===== src/rtl/acq_sequencer.sv =====
// Capture sequencer for the display sample buffer: pre-trigger fill, edge arming,
// post-trigger fill and frame hold, with auto/normal/single/stop run modes.
module acq_sequencer #(
  parameter int DATA_W       = 12,
  parameter int DEPTH        = 640,
  parameter int ADDR_W       = 10,
  parameter int AUTO_TIMEOUT = 100000
) (
  input  logic              CLK,
  input  logic              reset,
  input  logic              sample_valid,
  input  logic [DATA_W-1:0] sample,
  input  logic [DATA_W-1:0] TRIG,
  input  logic              slope,
  input  logic [1:0]        mode,
  input  logic [ADDR_W-1:0] pretrig,
  input  logic              rearm,
  output logic              wr_en,
  output logic [ADDR_W-1:0] wr_addr,
  output logic [DATA_W-1:0] wr_data,
  output logic              frame_ready,
  output logic [ADDR_W-1:0] start_addr,
  output logic              auto_fired,
  output logic [2:0]        state
);

  localparam int CNT_W = $clog2(AUTO_TIMEOUT + 1);
  localparam logic [ADDR_W-1:0] LAST_ADDR = ADDR_W'(DEPTH - 1);
  localparam logic [ADDR_W:0]   DEPTH_X   = (ADDR_W + 1)'(DEPTH);
  localparam logic [CNT_W-1:0]  TO_LIMIT  = CNT_W'(AUTO_TIMEOUT);

  localparam logic [1:0] M_AUTO   = 2'b00;
  localparam logic [1:0] M_NORMAL = 2'b01;
  localparam logic [1:0] M_STOP   = 2'b11;

  typedef enum logic [2:0] {
    S_IDLE    = 3'd0,
    S_PRE     = 3'd1,
    S_ARMED   = 3'd2,
    S_POST    = 3'd3,
    S_HOLD    = 3'd4,
    S_STOPPED = 3'd5
  } state_t;

  function automatic logic [ADDR_W-1:0] clamp_pre(input logic [ADDR_W-1:0] p);
    return (p > LAST_ADDR) ? LAST_ADDR : p;
  endfunction

  function automatic logic [ADDR_W-1:0] wrap_inc(input logic [ADDR_W-1:0] a);
    return (a == LAST_ADDR) ? '0 : a + 1'b1;
  endfunction

  // (a - b) mod DEPTH, with both operands already in [0, DEPTH)
  function automatic logic [ADDR_W-1:0] wrap_sub(input logic [ADDR_W-1:0] a,
                                                 input logic [ADDR_W-1:0] b);
    logic [ADDR_W:0] diff;
    diff = {1'b0, a} - {1'b0, b};
    if (a < b) diff = diff + DEPTH_X;
    return diff[ADDR_W-1:0];
  endfunction

  function automatic logic [CNT_W-1:0] sat_inc(input logic [CNT_W-1:0] c);
    return (c == TO_LIMIT) ? c : c + 1'b1;
  endfunction

  function automatic logic is_edge(input logic [DATA_W-1:0] prv,
                                   input logic [DATA_W-1:0] cur,
                                   input logic [DATA_W-1:0] lvl,
                                   input logic              slp);
    if (!slp) return (prv < lvl) && (cur >= lvl);
    else      return (prv > lvl) && (cur <= lvl);
  endfunction

  state_t              state_q, state_d;
  logic [ADDR_W-1:0]   pre_n_q, pre_n_d;
  logic [ADDR_W-1:0]   pre_cnt_q, pre_cnt_d;
  logic [ADDR_W-1:0]   post_left_q, post_left_d;
  logic [ADDR_W-1:0]   trig_addr_q, trig_addr_d;
  logic [ADDR_W-1:0]   ptr_q, ptr_d;
  logic [DATA_W-1:0]   prev_q, prev_d;
  logic                have_prev_q, have_prev_d;
  logic [CNT_W-1:0]    to_cnt_q, to_cnt_d;
  logic                wr_en_q, wr_en_d;
  logic [ADDR_W-1:0]   wr_addr_q, wr_addr_d;
  logic [DATA_W-1:0]   wr_data_q, wr_data_d;
  logic                frame_ready_q, frame_ready_d;
  logic [ADDR_W-1:0]   start_addr_q, start_addr_d;
  logic                auto_fired_q, auto_fired_d;

  logic                do_write;
  logic                enter_pre;
  logic                edge_hit;
  logic                forced;
  logic                run_mode;
  logic [ADDR_W-1:0]   post_n;

  assign run_mode = (mode == M_AUTO) || (mode == M_NORMAL);
  assign post_n   = LAST_ADDR - pre_n_q;

  always_comb begin
    state_d       = state_q;
    pre_n_d       = pre_n_q;
    pre_cnt_d     = pre_cnt_q;
    post_left_d   = post_left_q;
    trig_addr_d   = trig_addr_q;
    ptr_d         = ptr_q;
    prev_d        = prev_q;
    have_prev_d   = have_prev_q;
    to_cnt_d      = to_cnt_q;
    wr_en_d       = 1'b0;
    wr_addr_d     = wr_addr_q;
    wr_data_d     = wr_data_q;
    frame_ready_d = frame_ready_q;
    start_addr_d  = start_addr_q;
    auto_fired_d  = 1'b0;
    do_write      = 1'b0;
    enter_pre     = 1'b0;
    edge_hit      = 1'b0;
    forced        = 1'b0;

    unique case (state_q)
      S_IDLE: begin
        if (run_mode) enter_pre = 1'b1;
        else          state_d   = S_STOPPED;
      end

      S_PRE: begin
        if (mode == M_STOP) begin
          state_d = S_STOPPED;
        end else if (pre_n_q == '0) begin
          state_d  = S_ARMED;
          to_cnt_d = '0;
        end else if (sample_valid) begin
          do_write    = 1'b1;
          prev_d      = sample;
          have_prev_d = 1'b1;
          if (pre_cnt_q == pre_n_q - 1'b1) begin
            state_d  = S_ARMED;
            to_cnt_d = '0;
          end else begin
            pre_cnt_d = pre_cnt_q + 1'b1;
          end
        end
      end

      S_ARMED: begin
        if (mode == M_STOP) begin
          state_d = S_STOPPED;
        end else if (sample_valid) begin
          do_write    = 1'b1;
          prev_d      = sample;
          have_prev_d = 1'b1;
          edge_hit    = have_prev_q && is_edge(prev_q, sample, TRIG, slope);
          forced      = !edge_hit && (mode == M_AUTO) && (to_cnt_q == TO_LIMIT);
          if (edge_hit || forced) begin
            trig_addr_d  = ptr_q;
            auto_fired_d = forced;
            post_left_d  = post_n;
            state_d      = S_POST;
            // With no post-trigger samples the trigger write itself completes the frame
            if (post_n == '0) begin
              frame_ready_d = 1'b1;
              start_addr_d  = wrap_sub(ptr_q, pre_n_q);
            end
          end else begin
            to_cnt_d = sat_inc(to_cnt_q);
          end
        end
      end

      S_POST: begin
        if (mode == M_STOP) begin
          state_d = S_STOPPED;
        end else if (post_left_q == '0) begin
          state_d = S_HOLD;
        end else if (sample_valid) begin
          do_write    = 1'b1;
          post_left_d = post_left_q - 1'b1;
          if (post_left_q == ADDR_W'(1)) begin
            state_d       = S_HOLD;
            frame_ready_d = 1'b1;
            start_addr_d  = wrap_sub(trig_addr_q, pre_n_q);
          end
        end
      end

      S_HOLD: begin
        if (rearm) begin
          if (run_mode) enter_pre = 1'b1;
          else          state_d   = S_STOPPED;
        end
      end

      S_STOPPED: begin
        if (rearm && (mode != M_STOP)) enter_pre = 1'b1;
      end

      default: state_d = S_IDLE;
    endcase

    if (enter_pre) begin
      state_d       = S_PRE;
      pre_n_d       = clamp_pre(pretrig);
      pre_cnt_d     = '0;
      have_prev_d   = 1'b0;
      frame_ready_d = 1'b0;
    end

    if (do_write) begin
      wr_en_d   = 1'b1;
      wr_addr_d = ptr_q;
      wr_data_d = sample;
      ptr_d     = wrap_inc(ptr_q);
    end
  end

  always_ff @(posedge CLK or posedge reset) begin
    if (reset) begin
      state_q       <= S_IDLE;
      pre_n_q       <= '0;
      pre_cnt_q     <= '0;
      post_left_q   <= '0;
      trig_addr_q   <= '0;
      ptr_q         <= '0;
      prev_q        <= '0;
      have_prev_q   <= 1'b0;
      to_cnt_q      <= '0;
      wr_en_q       <= 1'b0;
      wr_addr_q     <= '0;
      wr_data_q     <= '0;
      frame_ready_q <= 1'b0;
      start_addr_q  <= '0;
      auto_fired_q  <= 1'b0;
    end else begin
      state_q       <= state_d;
      pre_n_q       <= pre_n_d;
      pre_cnt_q     <= pre_cnt_d;
      post_left_q   <= post_left_d;
      trig_addr_q   <= trig_addr_d;
      ptr_q         <= ptr_d;
      prev_q        <= prev_d;
      have_prev_q   <= have_prev_d;
      to_cnt_q      <= to_cnt_d;
      wr_en_q       <= wr_en_d;
      wr_addr_q     <= wr_addr_d;
      wr_data_q     <= wr_data_d;
      frame_ready_q <= frame_ready_d;
      start_addr_q  <= start_addr_d;
      auto_fired_q  <= auto_fired_d;
    end
  end

  assign wr_en       = wr_en_q;
  assign wr_addr     = wr_addr_q;
  assign wr_data     = wr_data_q;
  assign frame_ready = frame_ready_q;
  assign start_addr  = start_addr_q;
  assign auto_fired  = auto_fired_q;
  assign state       = state_q;

endmodule


===== config.mk =====
export PLATFORM = sky130hd
export DESIGN_NAME = acq_sequencer
export DESIGN_NICKNAME = d
export VERILOG_FILES = /design/src/rtl/acq_sequencer.sv
export SDC_FILE = /design/constraint.sdc
export NUM_CORES = 1
export LEC_CHECK = 0
export ABC_AREA = 1
export CAP_MARGIN = 10
export CORE_UTILIZATION = 63
export CTS_BUF_LIST = sky130_fd_sc_hd__clkbuf_8 sky130_fd_sc_hd__clkbuf_16
export DETAILED_ROUTE_END_ITERATION = 12
export PLACE_DENSITY = 0.85
export SYNTH_ARGS = -nofsm -noshare
export SYNTH_HDL_FRONTEND = slang
export SYNTH_SLANG_ARGS = --single-unit

===== constraint.sdc =====
create_clock -name CLK -period 11.6 [get_ports CLK]
set_clock_uncertainty 0.15 [all_clocks]
set_input_delay 1.74 -clock CLK [delete_from_list [all_inputs] [get_ports CLK]]
set_output_delay 1.74 -clock CLK [all_outputs]
set_load 0.02 [all_outputs]

After elaboration in Yosys (flattened, before gate mapping)
Index checks and enable logic that the tools add are counted.
Widths: inputs -> output; s select.
{"block": "totals", "ff_bits": 118, "input_bits": 41, "word_cells": 200}
{"block": "classes", "add_sub_neg": 10, "n_lt_le_gt_ge": 7, "n_eq_ne": 47, "muxes": 91, "n_bitwise": 1, "n_reduce_logical": 29}
{"op": "$mux 10", "count": 24}
{"op": "$mux 17", "count": 8}
{"op": "$mux 12", "count": 4}
{"op": "$mux 3", "count": 14}
{"op": "$pmux 10 s2", "count": 2}
{"op": "$ne 3x3->1 const B", "count": 13}
{"op": "$ne 2x2->1 const B", "count": 17}
{"op": "$pmux 17 s2", "count": 1}
{"op": "$mux 1", "count": 32}
{"op": "$logic_not 10->1", "count": 3}
{"op": "$pmux 12 s2", "count": 1}
{"op": "$add 10x1->10 const B", "count": 2}
{"op": "$add 10x10->10 const B", "count": 2}
{"op": "$lt 10x10->1", "count": 2}
{"op": "$ne 5x5->1 const B", "count": 4}
{"op": "$sub 10x1->10 const B", "count": 2}
{"op": "$sub 10x10->10", "count": 2}
{"op": "$pmux 3 s6", "count": 1}
{"op": "$reduce_and 9->1", "count": 2}
{"op": "$add 17x1->17 const B", "count": 1}
{"op": "$eq 17x17->1 const B", "count": 1}
{"op": "$reduce_and 8->1", "count": 2}
{"op": "$ge 12x12->1", "count": 1}
{"op": "$gt 12x12->1", "count": 1}
{"op": "26 further kinds", "count": 43}

Depth between registers and ports, before layout
Gate-level depths: netlist (run 1).
{"block": "logic_depth", "word_depth": 16, "ltp_mapped": 20, "mapped_depth_nobuf": 20}

Worst setup path before layout (run 1)
OpenSTA, ideal clock, no wires.
{"block": "synth_timing", "path_type": "input to register", "from": "input TRIG[11]", "to": "register post_left_q[9]", "setup_time_ns": 0.065, "arrival_ns": 3.465, "required_ns": 11.385, "setup_slack_ns": 7.920, "path_stages": 17, "n_path_buf": 1, "path_cell_list": "inv_1 > ha_1 > nand2_1 > nor2_1 > nand2_1 > a21oi_1 > nor2_1 > nor2_1 > nand2_1 > nand2_1 > nand3_1 > nand3_2 > nand2_1 > nor2_2 > buf_4 > o211ai_1 > nand2_1"}
{"block": "synth_between", "elab_chain_cells": 13, "elab_cells_between_ends": 17, "cone_classes": "order compare (4); eq/ne (1); mux (4); reduce/logical (8)"}
{"item": "start: declaration", "line": "13", "rtl": "input logic [DATA_W-1:0] TRIG,"}
{"item": "$lt 12x12->1, or another cell as far along", "line": "70", "rtl": "if (!slp) return (prv < lvl) && (cur >= lvl);"}
{"item": "$logic_and 1x1->1 (on tied branches)", "line": "70, 71"}
{"item": "$mux 1 *", "line": "70"}
{"item": "$mux 1 *", "line": "149", "rtl": "end else if (sample_valid) begin"}
{"item": "$mux 1 *", "line": "147", "rtl": "if (mode == M_STOP) begin"}
{"item": "$mux 1 *", "line": "121", "rtl": "unique case (state_q)"}
{"item": "$logic_and 1x1->1 *", "line": "153", "rtl": "edge_hit = have_prev_q && is_edge(prev_q, sample, TRIG, slope);"}
{"item": "$logic_not 1->1", "line": "154", "rtl": "forced = !edge_hit && (mode == M_AUTO) && (to_cnt_q == TO_LIMIT);"}
{"item": "$logic_and 1x1->1 (2 in series)", "line": "154"}
{"item": "$logic_or 1x1->1 *", "line": "155", "rtl": "if (edge_hit || forced) begin"}
{"item": "$ne 2x2->1 (no line) *"}
{"item": "$reduce_and 7->1 (no line) *"}
{"item": "end signal: assignment", "line": "238", "rtl": "post_left_q <= post_left_d;"}
{"item": "end: declaration", "line": "77", "rtl": "logic [ADDR_W-1:0] post_left_q, post_left_d;"}
Every way passes the cells marked *; elsewhere a longest branch is shown, timed or not. The select of a mux whose other input is x is not followed.
A chain may end at the register's enable or synchronous reset.

Worst setup path after layout (run 1)
{"block": "layout_timing", "from": "input TRIG[7]", "to": "register trig_addr_q[0]"}
{"block": "layout_between", "elab_chain_cells": 12, "elab_cells_between_ends": 16, "cone_classes": "order compare (4); mux (4); reduce/logical (8)"}
{"item": "$lt 12x12->1, or another cell as far along", "line": "70"}
{"item": "$logic_and 1x1->1 (on tied branches)", "line": "70, 71"}
{"item": "$mux 1 *", "line": "70"}
{"item": "$mux 1 *", "line": "149"}
{"item": "$mux 1 *", "line": "147"}
{"item": "$mux 1 *", "line": "121"}
{"item": "$logic_and 1x1->1 *", "line": "153"}
{"item": "$logic_not 1->1", "line": "154"}
{"item": "$logic_and 1x1->1 (2 in series)", "line": "154"}
{"item": "$logic_or 1x1->1 *", "line": "155"}
{"item": "$reduce_and 4->1 (no line) *"}
{"item": "end signal: assignment", "line": "239", "rtl": "trig_addr_q <= trig_addr_d;"}
{"item": "end: declaration", "line": "78", "rtl": "logic [ADDR_W-1:0] trig_addr_q, trig_addr_d;"}
Marked as above.

==> flow_summary.json, run 1 <==
{
  "place.gp.congestion": 0.925,
  "post-cts-setup-buffer-count": 0,
  "antenna_found_initial": 0,
  "finalNonFillerCells": 1342,
  "cts.path.max_buffers": 2,
  "ys_async_sr_fraction": 1.00,
  "arrival_ns": 4.86,
  "dp_cells": 1311,
  "finalCritPeriodShare": 0.403,
  "finalHoldViolCount": 0,
  "first_pass_iters": 5,
  "drive_gt1_frac": 0.0647,
  "grt_pass1_vias": 6921,
  "synthToLayoutAreaGrowth_pct": 19.0,
  "cts.sinks": 118,
  "yosys.area.top_type": "dfrtp_1",
  "h-tree-depth": 4,
  "cts_resized": 0,
  "wl_per_cell_microns": 14.6,
  "postCtsHoldBufs": 0,
  "wl_mm": 19.7,
  "io_buffers": 78,
  "overflow": 0,
  "syn-cell-area_sq_um": 7950,
  "cts_tree": "done",
  "ys_seq_area_frac": 0.372,
  "place_ws_ns": 6.66,
  "synth-seq-cells": 118,
  "period_needed_ns": 4.68,
  "worst_setup_path_end_kind": "register",
  "insertion_delay_ns": 0.43,
  "synth.distinct_cells": 48,
  "cts-buffers-inserted": 17,
  "syn-num-nets": 1179,
  "antenna_cells": 0,
  "layout_setup_ws_ns": 6.92,
  "yosysWarnings": 0,
  "synth_common_cells": "303 x nand2_1, 133 x inv_1, 118 x dfrtp_1, 95 x o21ai_0, 86 x nor2_1",
  "track_usage": 0.320,
  "postSynthCellCount": 1081,
  "dieArea_sq_um": 13100,
  "cts_root_buf": "clkbuf_16",
  "finalPower_mw": 2.73,
  "hold_path_class": "register to register",
  "rsz0062_at_grt": "false",
  "max_slew.worst_pin.slew_ns": 1.08,
  "die_width_microns": 114,
  "rows": 40,
  "num-nets-final": 1260,
  "max-slew-margin-rel": 0.276,
  "grt_max_degree": 69,
  "cp_max_fo": 20,
  "vias": 7454,
  "drtIter0Drc": 562,
  "status": "complete, no violations",
  "ant_nets": 0,
  "power.leakage_nw": 4.59,
  "drc": 0,
  "die_y_microns": 114,
  "tns_ns": 0,
  "slew_viol_final": 0,
  "crit_required_ns": 11.78,
  "top_level_ports": 79,
  "initial_utilization": 0.653,
  "max_cap_viol_count": 0,
  "synth_edf_count": 0,
  "setup_violations": 0,
  "core_area_sq_um": 12200,
  "p_per_area_nw_per_um2": 288,
  "vias_per_cell": 5.55,
  "synth.most_common_cell": "nand2_1",
  "ir_drop_uv": 149,
  "yosysTopAreaCellShare": 0.372,
  "criticalPathCategory": "input pin to register",
  "avgSynthCellArea_sq_um": 7.35,
  "grt_pass1_wl_mm": 32.5,
  "synthTopCellsByArea": "dfrtp_1 37%, nand2_1 14%, ha_1 8.7%",
  "synth-main-ff-cell": "dfrtp_1",
  "max_freq_mhz": 214,
  "path_clk_slew_ns": 0.06,
  "crit_path_start_kind": "input pin",
  "hpwl_mm": 13.9
}
-- worst max-delay path, cell delays in order --
cell and delay, ns:
clkdlybuf4s50_1 0.46, inv_1 0.08, ha_1 0.33, nand2_1 0.09
nor2_1 0.11, nand2_1 0.08, a21oi_1 0.11, nor2_1 0.07
nor2_1 0.09, nand2_1 0.06, nand2_1 0.06, nand3_1 0.13
nand2_1 0.09, nand2_1 0.11, nor2_1 0.88, nand2_1 0.18
o21ai_0 0.16
-- worst paths after layout --
check / startpoint / to / slack (ns) / depth (start not counted)
max: TRIG[7] / trig_addr_q[0] / 6.92 / 17
min: start_addr[8] / start_addr[8] / 0.31 / 2
max reg2reg: prev_q[11] / trig_addr_q[0] / 8.37 / 15
min reg2reg: start_addr[8] / start_addr[8] / 0.31 / 2
max in group asynchronous: reset / prev_q[7] / 8.43 / 3
min in group asynchronous: reset / to_cnt_q[9] / 1.68 / 2
-- logic make-up after synthesis --
group | count (synthesis) | share of synthesized area
adder cells (fa/ha/maj) | 57 | 0.0916
flip-flops | 118 | 0.372
AND/OR/NAND/NOR | 523 | 0.283
XOR/XNOR | 40 | 0.0441
AO/OA/AOI/OAI | 183 | 0.130
multiplexers | 1 | 0.00126
buffers and inverters | 159 | 0.0787
-- cells in the final DEF, fill, tap and decap left out, types with 3 or more instances in the layout --
master / count
a21o_1: 4
a21oi_1: 51
buf_4: 3
bufinv_16: 3
clkbuf_16: 17
clkdlybuf4s50_1: 78
clkinv_2: 3
clkinvlp_4: 3
dfrtp_1: 118
ha_1: 55
inv_1: 133
inv_2: 5
nand2_1: 303
nand2_2: 5
nand3_1: 51
nand4_1: 17
nor2_1: 86
nor2_2: 7
nor2_4: 3
nor3_1: 29
nor4_1: 4
o2111ai_1: 3
o211ai_1: 3
o21a_1: 3
o21ai_0: 95
o21ai_1: 3
o21ai_2: 10
o21bai_1: 3
o31ai_1: 4
or2_2: 5
xnor2_1: 9
xor2_1: 31
-- flip-flops by register name (all words and copies together), names as in the netlist --
name         count
to_cnt_q        17
prev_q          12
wr_data         12
post_left_q     10
pre_cnt_q       10
pre_n_q         10
ptr_q           10
start_addr      10
trig_addr_q     10
wr_addr         10
state            3
auto_fired       1
frame_ready      1
have_prev_q      1
wr_en            1
-- area by class of cell --
cell class,instances,area [sq um]
clock buffer,18,439
clock inverter,13,158
timing repair buffer,81,803
fill,896,2700
tap,168,210
sequential,118,2950
inverter,140,528
multi-input combinational,804,4370
-- routing by layer --
metal  share of wire  vias up  GRT usage
li1                -     3679          -
met1            0.44     3459      0.407
met2            0.48      277      0.527
met3           0.063       39     0.0799
met4           0.023        0      0.119
met5               0        -          0
-- stage by stage --
step / hold WS, ns / instance area, sq um / util
global route: 0.350 / 9460 / 0.778
CTS: 0.321 / 9460 / 0.778
detailed placement: 0.308 / 8860 / 0.729
finish: 0.315 / 9460 / 0.778
global placement: 0.302 / 8860 / 0.729
floorplan: 0.307 / 7950 / -
-- report_power, final --
part / leakage, nW / total [mW] / switching, mW / internal, mW
combinational: 2.81 / 1.48 / 0.930 / 0.550
clock: 0.289 / 0.541 / 0.201 / 0.341
sequential: 1.48 / 0.705 / 0.137 / 0.568
Power figures use the tool's default switching activity.
==> inputs of run 2 (changes only) <==
--- a/config.mk
+++ b/config.mk
@@ -7,10 +7,10 @@
 export LEC_CHECK = 0
 export ABC_AREA = 1
 export CAP_MARGIN = 10
-export CORE_UTILIZATION = 63
+export CORE_UTILIZATION = 58
 export CTS_BUF_LIST = sky130_fd_sc_hd__clkbuf_8 sky130_fd_sc_hd__clkbuf_16
 export DETAILED_ROUTE_END_ITERATION = 12
-export PLACE_DENSITY = 0.85
+export PLACE_DENSITY = 0.79
 export SYNTH_ARGS = -nofsm -noshare
 export SYNTH_HDL_FRONTEND = slang
 export SYNTH_SLANG_ARGS = --single-unit
==> constraint.sdc (replaced) <==
create_clock -name CLK -period 4.7 [get_ports CLK]
set_clock_uncertainty 0.15 [all_clocks]
set_input_delay 0.705 -clock CLK [delete_from_list [all_inputs] [get_ports CLK]]
set_output_delay 0.705 -clock CLK [all_outputs]
set_load 0.02 [all_outputs]
==> run 2 against run 1 <==
  * Highest routed layer unchanged
  * Hold slack about the same
  * Utilization down 6.6 points
  * First-iteration DRC count fell by 0.36%
  * Cell count is 0.97% higher
  * Global-route usage fell by 2.3 points
  * Largest power group unchanged
  * Critical path depth is the same
  * Clock power is 130% higher
  * Register-to-register slack lost 6.8 ns
  * Critical endpoint is now post_left_q[3]
  * Sequential cell count did not move
  * Combinational power grew 140%
  * Worst setup slack got worse by 5.5 ns
  * Via count down 1.9%
==> flow_summary.json, run 2 (synthesized netlist as in run 1, its figures left out) <==
{
  "status": "complete, no violations",
  "finalPower_mw": 6.62,
  "max-slew-margin-rel": 0.335,
  "cp_max_fo": 18,
  "antenna_found_initial": 0,
  "top_level_ports": 79,
  "period_needed_ns": 3.24,
  "reg2reg_depth": 14,
  "first_pass_iters": 5,
  "vias": 7314,
  "track_usage": 0.296,
  "max_freq_mhz": 309,
  "fillers": 1100,
  "post-cts-setup-buffer-count": 0,
  "setup_violations": 0,
  "p_per_area_nw_per_um2": 700,
  "crit_path_start_kind": "input pin",
  "vias_per_cell": 5.40,
  "cts_root_buf": "clkbuf_16",
  "max_cap_viol_count": 0,
  "finalCritPeriodShare": 0.689,
  "cts_resized": 0,
  "dieArea_sq_um": 14200,
  "place_ws_ns": 1.07,
  "crit_required_ns": 4.90,
  "wl_per_cell_microns": 14.3,
  "rsz0062_at_grt": "false",
  "criticalPathCategory": "input pin to register",
  "layout_setup_ws_ns": 1.46,
  "synthToLayoutAreaGrowth_pct": 19.1,
  "dp_cells": 1323,
  "power.leakage_nw": 4.59,
  "cts-buffers-inserted": 17,
  "cts_tree": "done",
  "cts.sinks": 118,
  "final_cell_mix": "303 x nand2_1, 133 x inv_1, 118 x dfrtp_1",
  "wl_mm": 19.4,
  "insertion_delay_ns": 0.44,
  "ant_nets": 0,
  "grt_pass1_wl_mm": 33.1,
  "drtIter0Drc": 560,
  "tns_ns": 0,
  "drc": 0,
  "ir_drop_uv": 335,
  "die_width_microns": 119,
  "worst_setup_path_end_kind": "register",
  "max_slew.worst_pin.slew_ns": 0.998,
  "hpwl_mm": 14.1,
  "arrival_ns": 3.44,
  "grt_max_degree": 57,
  "hold_path_class": "register to register",
  "final_common_cell": "nand2_1",
  "drive_gt1_frac": 0.0687,
  "postCtsHoldBufs": 0,
  "io_buffers": 78,
  "cp-endpoint": "post_left_q[3]",
  "path_clk_slew_ns": 0.05,
  "num-nets-final": 1264,
  "slew_viol_final": 0,
  "die_y_microns": 119,
  "rows": 42,
  "largest_reg_flops": 17,
  "regMostFlops": "to_cnt_q",
  "reg2reg_from": "pre_n_q[3]",
  "finalNonFillerCells": 1355,
  "place.gp.congestion": 0.948,
  "core_area_sq_um": 13300,
  "finalHoldViolCount": 0,
  "antenna_cells": 0,
  "r2r-end": "start_addr[8]",
  "overflow": 0,
  "grt_pass1_vias": 6984,
  "h-tree-depth": 4,
  "cp-startpoint": "TRIG[10]",
  "r2r_slack_ns": 1.55,
  "cts.path.max_buffers": 2,
  "initial_utilization": 0.598
}
[run 2: cell count changes in the layout (fill, tap and decap cells not counted)]
cell        change
buf_4           +4
inv_6           +3
bufinv_16       -2
clkinvlp_4      +2
clkinv_2        -1
clkinv_4        -1
[run 2: critical path, cell delays in order]
cell and delay, ns:
clkdlybuf4s50_1 0.49, inv_1 0.07, ha_1 0.28, nand2_1 0.07, nor2_1 0.21, nand2_1 0.11
a21oi_1 0.12, nor2_1 0.07, nor2_1 0.09, nand2_1 0.06, nand2_1 0.06, nand3_1 0.13
nand3_2 0.14, nand2_1 0.10, nor2_2 0.47, o21ai_0 0.17, o21ai_0 0.10
[run 2: worst min path at each step]
stage | startpoint | to | slack [ns] | cells after the start
after floorplan | prev_q[10] | prev_q[10] | 0.31 | 2
after global placement | start_addr[7] | start_addr[7] | 0.30 | 2
after detailed placement | start_addr[2] | start_addr[2] | 0.31 | 2
after CTS | start_addr[2] | start_addr[2] | 0.32 | 2
after global routing | start_addr[2] | start_addr[2] | 0.33 | 2
final | start_addr[3] | start_addr[3] | 0.31 | 2
[run 2: final cells by class]
type                            count  area (sq um)  area share
Multi-Input combinational cell    804          4370       0.461
Sequential cell                   118          2950       0.312
Timing Repair Buffer               85           833      0.0880
Inverter                          140           528      0.0558
Clock buffer                       18           439      0.0464
Tap cell                          176           220      0.0233
Clock inverter                     14           125      0.0132
[run 2: per-stage QoR]
stage / hold slack (ns) / cell area [sq um] / util
final: 0.315 / 9470 / 0.712
after CTS: 0.321 / 9470 / 0.712
after floorplan: 0.307 / 7950 / -
after global placement: 0.304 / 8900 / 0.670
after global routing: 0.330 / 9470 / 0.712
after detailed placement: 0.308 / 8900 / 0.670
[run 2: power by group]
group	internal, mW	total [mW]	switching [mW]
clock	0.741	1.26	0.514
sequential	1.40	1.74	0.343
combinational	1.36	3.62	2.26
[run 2: layer usage]
layer | vias up | wire length, microns | GRT usage
li1 | 3683 | - | -
met1 | 3389 | 8910 | 0.396
met5 | - | 0 | 0
met2 | 205 | 8960 | 0.467
met4 | 0 | 455 | 0.0973
met3 | 37 | 1110 | 0.0776
==> inputs of run 3 (changes only) <==
==> constraint.sdc (replaced) <==
create_clock -name CLK -period 3 [get_ports CLK]
set_clock_uncertainty 0.15 [all_clocks]
set_input_delay 0.45 -clock CLK [delete_from_list [all_inputs] [get_ports CLK]]
set_output_delay 0.45 -clock CLK [all_outputs]
set_load 0.02 [all_outputs]
==> run 3 against run 2 <==
  * Utilization rose by 2.1 points
  * Cell count rose by 1.4%
  * Sequential power rose by 53%
  * Highest routed layer unchanged
  * Hold slack improved by 0.0037 ns
  * Non-clock buffer count rose by 19
  * Worst setup slack got worse by 1.2 ns
  * Via count rose by 2.1%
  * Critical path type is now register to register
==> flow_summary.json, run 3 (synthesized netlist as in run 1, its figures left out) <==
{
  "max_cap_viol_count": 0,
  "final_cell_mix": "303 x nand2_1, 132 x inv_1, 118 x dfrtp_1",
  "status": "complete, no violations",
  "wl_per_cell_microns": 14.3,
  "finalHoldViolCount": 0,
  "grt_pass1_wl_mm": 33.5,
  "drtIter0Drc": 588,
  "ant_nets": 0,
  "cp-endpoint": "start_addr[8]",
  "synthToLayoutAreaGrowth_pct": 22.6,
  "num-nets-final": 1283,
  "postCtsHoldBufs": 0,
  "p_per_area_nw_per_um2": 1130,
  "cp_max_fo": 5,
  "overflow": 0,
  "slew_viol_final": 0,
  "cpPeakStageDelay_ns": 0.39,
  "finalNonFillerCells": 1374,
  "post-cts-setup-buffer-count": 0,
  "arrival_ns": 2.94,
  "rsz0062_at_grt": "true",
  "fin_util": 0.733,
  "h-tree-depth": 4,
  "antenna_found_initial": 0,
  "largest_reg_flops": 17,
  "insertion_delay_ns": 0.42,
  "cts_root_buf": "clkbuf_16",
  "period_needed_ns": 2.78,
  "drive_gt1_frac": 0.0868,
  "track_usage": 0.296,
  "finalPower_mw": 11.0,
  "core_area_sq_um": 13300,
  "reg2reg_from": "pre_n_q[4]",
  "cts.path.max_buffers": 2,
  "whs_ns": 0.319,
  "finalCritPeriodShare": 0.928,
  "max_freq_mhz": 359,
  "crit_buf_inv": 2,
  "r2r-end": "start_addr[8]",
  "drc": 0,
  "vias_per_cell": 5.44,
  "power.leakage_nw": 4.73,
  "wl_mm": 19.6,
  "reg2reg_depth": 14,
  "ir_drop_uv": 577,
  "initial_utilization": 0.598,
  "cts.sinks": 118,
  "crit_required_ns": 3.15,
  "hpwl_mm": 14.3,
  "worst-path-stages": 14,
  "cts_tree": "done",
  "max_slew.worst_pin.slew_ns": 0.651,
  "criticalPathCategory": "register to register",
  "setup_violations": 0,
  "placed_area_sq_um": 9080,
  "die_width_microns": 119,
  "r2r_slack_ns": 0.22,
  "crit_path_start_kind": "register",
  "max-slew-margin-rel": 0.566,
  "grt_pass1_vias": 7205,
  "cts-buffers-inserted": 17,
  "path_clk_slew_ns": 0.05,
  "dp_cells": 1342,
  "first_pass_iters": 5,
  "hold_path_class": "register to register",
  "io_buffers": 78,
  "grt_max_degree": 119,
  "antenna_cells": 0,
  "place.gp.congestion": 0.896,
  "die_y_microns": 119,
  "final_common_cell": "nand2_1",
  "critPathSlowestCell": "dfrtp_1",
  "cp_top_family": "simple AND/OR/NAND/NOR gates",
  "rows": 42,
  "crit_top_cell": "nand2_1",
  "dieArea_sq_um": 14200,
  "top_level_ports": 79,
  "final_area_sq_um": 9740,
  "worst_setup_path_end_kind": "register",
  "vias": 7468,
  "worstPathCellList": "inv_1 -> ha_1 -> nand2_1 -> o21ai_0 -> a21oi_1 -> o21ai_0 -> or2_2 -> nand2_1 -> inv_1 -> ha_1 -> o21ai_0 -> nand2_1 -> nand2_1 -> nand2_1",
  "regMostFlops": "to_cnt_q",
  "cp-startpoint": "pre_n_q[4]"
}
==> run 3: how the worst min path moves through the flow <==
stage,cells past startpoint,startpoint,slack (ns),endpoint
4_1_cts,2,start_addr[3],0.32,start_addr[3]
2_1_floorplan,2,prev_q[10],0.31,prev_q[10]
5_1_grt,2,start_addr[3],0.34,start_addr[3]
3_3_place_gp,2,start_addr[2],0.31,start_addr[2]
3_5_place_dp,2,start_addr[3],0.31,start_addr[3]
6_report,2,start_addr[7],0.32,start_addr[7]
==> run 3: cell type report <==
type / instances / area, sq um
multi-input combinational: 804 / 4380
sequential: 118 / 2950
clock inverter: 13 / 193
inverter: 140 / 529
timing repair buffer: 104 / 1020
tap: 176 / 220
clock buffer: 19 / 453
fill: 1059 / 3550
==> run 3: per-stage QoR <==
step	setup WS (ns)	setup TNS, ns
6_report	0.216	0
5_1_grt	-0.0378	-0.0378
2_1_floorplan	0.313	0
3_3_place_gp	0.00516	0
4_1_cts	0.117	0
3_5_place_dp	-0.0828	-1.21
==> run 3: repair_timing <==
| action | in CTS | in global routing |
|---|---|---|
| gates resized for setup | 0 | 6 |
| hold endpoints to repair | 0 | 0 |
| setup endpoints to repair | 0 | 4 |
==> run 3: power by group <==
group | internal (mW) | leakage (nW) | switching (mW)
logic | 2.37 | 2.93 | 3.74
clock network | 1.45 | 0.316 | 0.776
registers | 2.20 | 1.48 | 0.467
==> run 3: worst min-delay path: stages, from the launching register on <==
cell,delay (ns)
dfrtp_1,0.34
nand2_1,0.05
nand2_1,0.04
==> run 3: metal layers <==
| layer | GRT usage | vias up | share of wire | wire, microns |
|---|---|---|---|---|
| met5 | 0 | - | 0 | 0 |
| met4 | 0.116 | 0 | 0.024 | 472 |
| met3 | 0.0666 | 39 | 0.059 | 1160 |
| met2 | 0.486 | 235 | 0.47 | 9190 |
| met1 | 0.379 | 3464 | 0.45 | 8820 |
| li1 | - | 3730 | - | - |
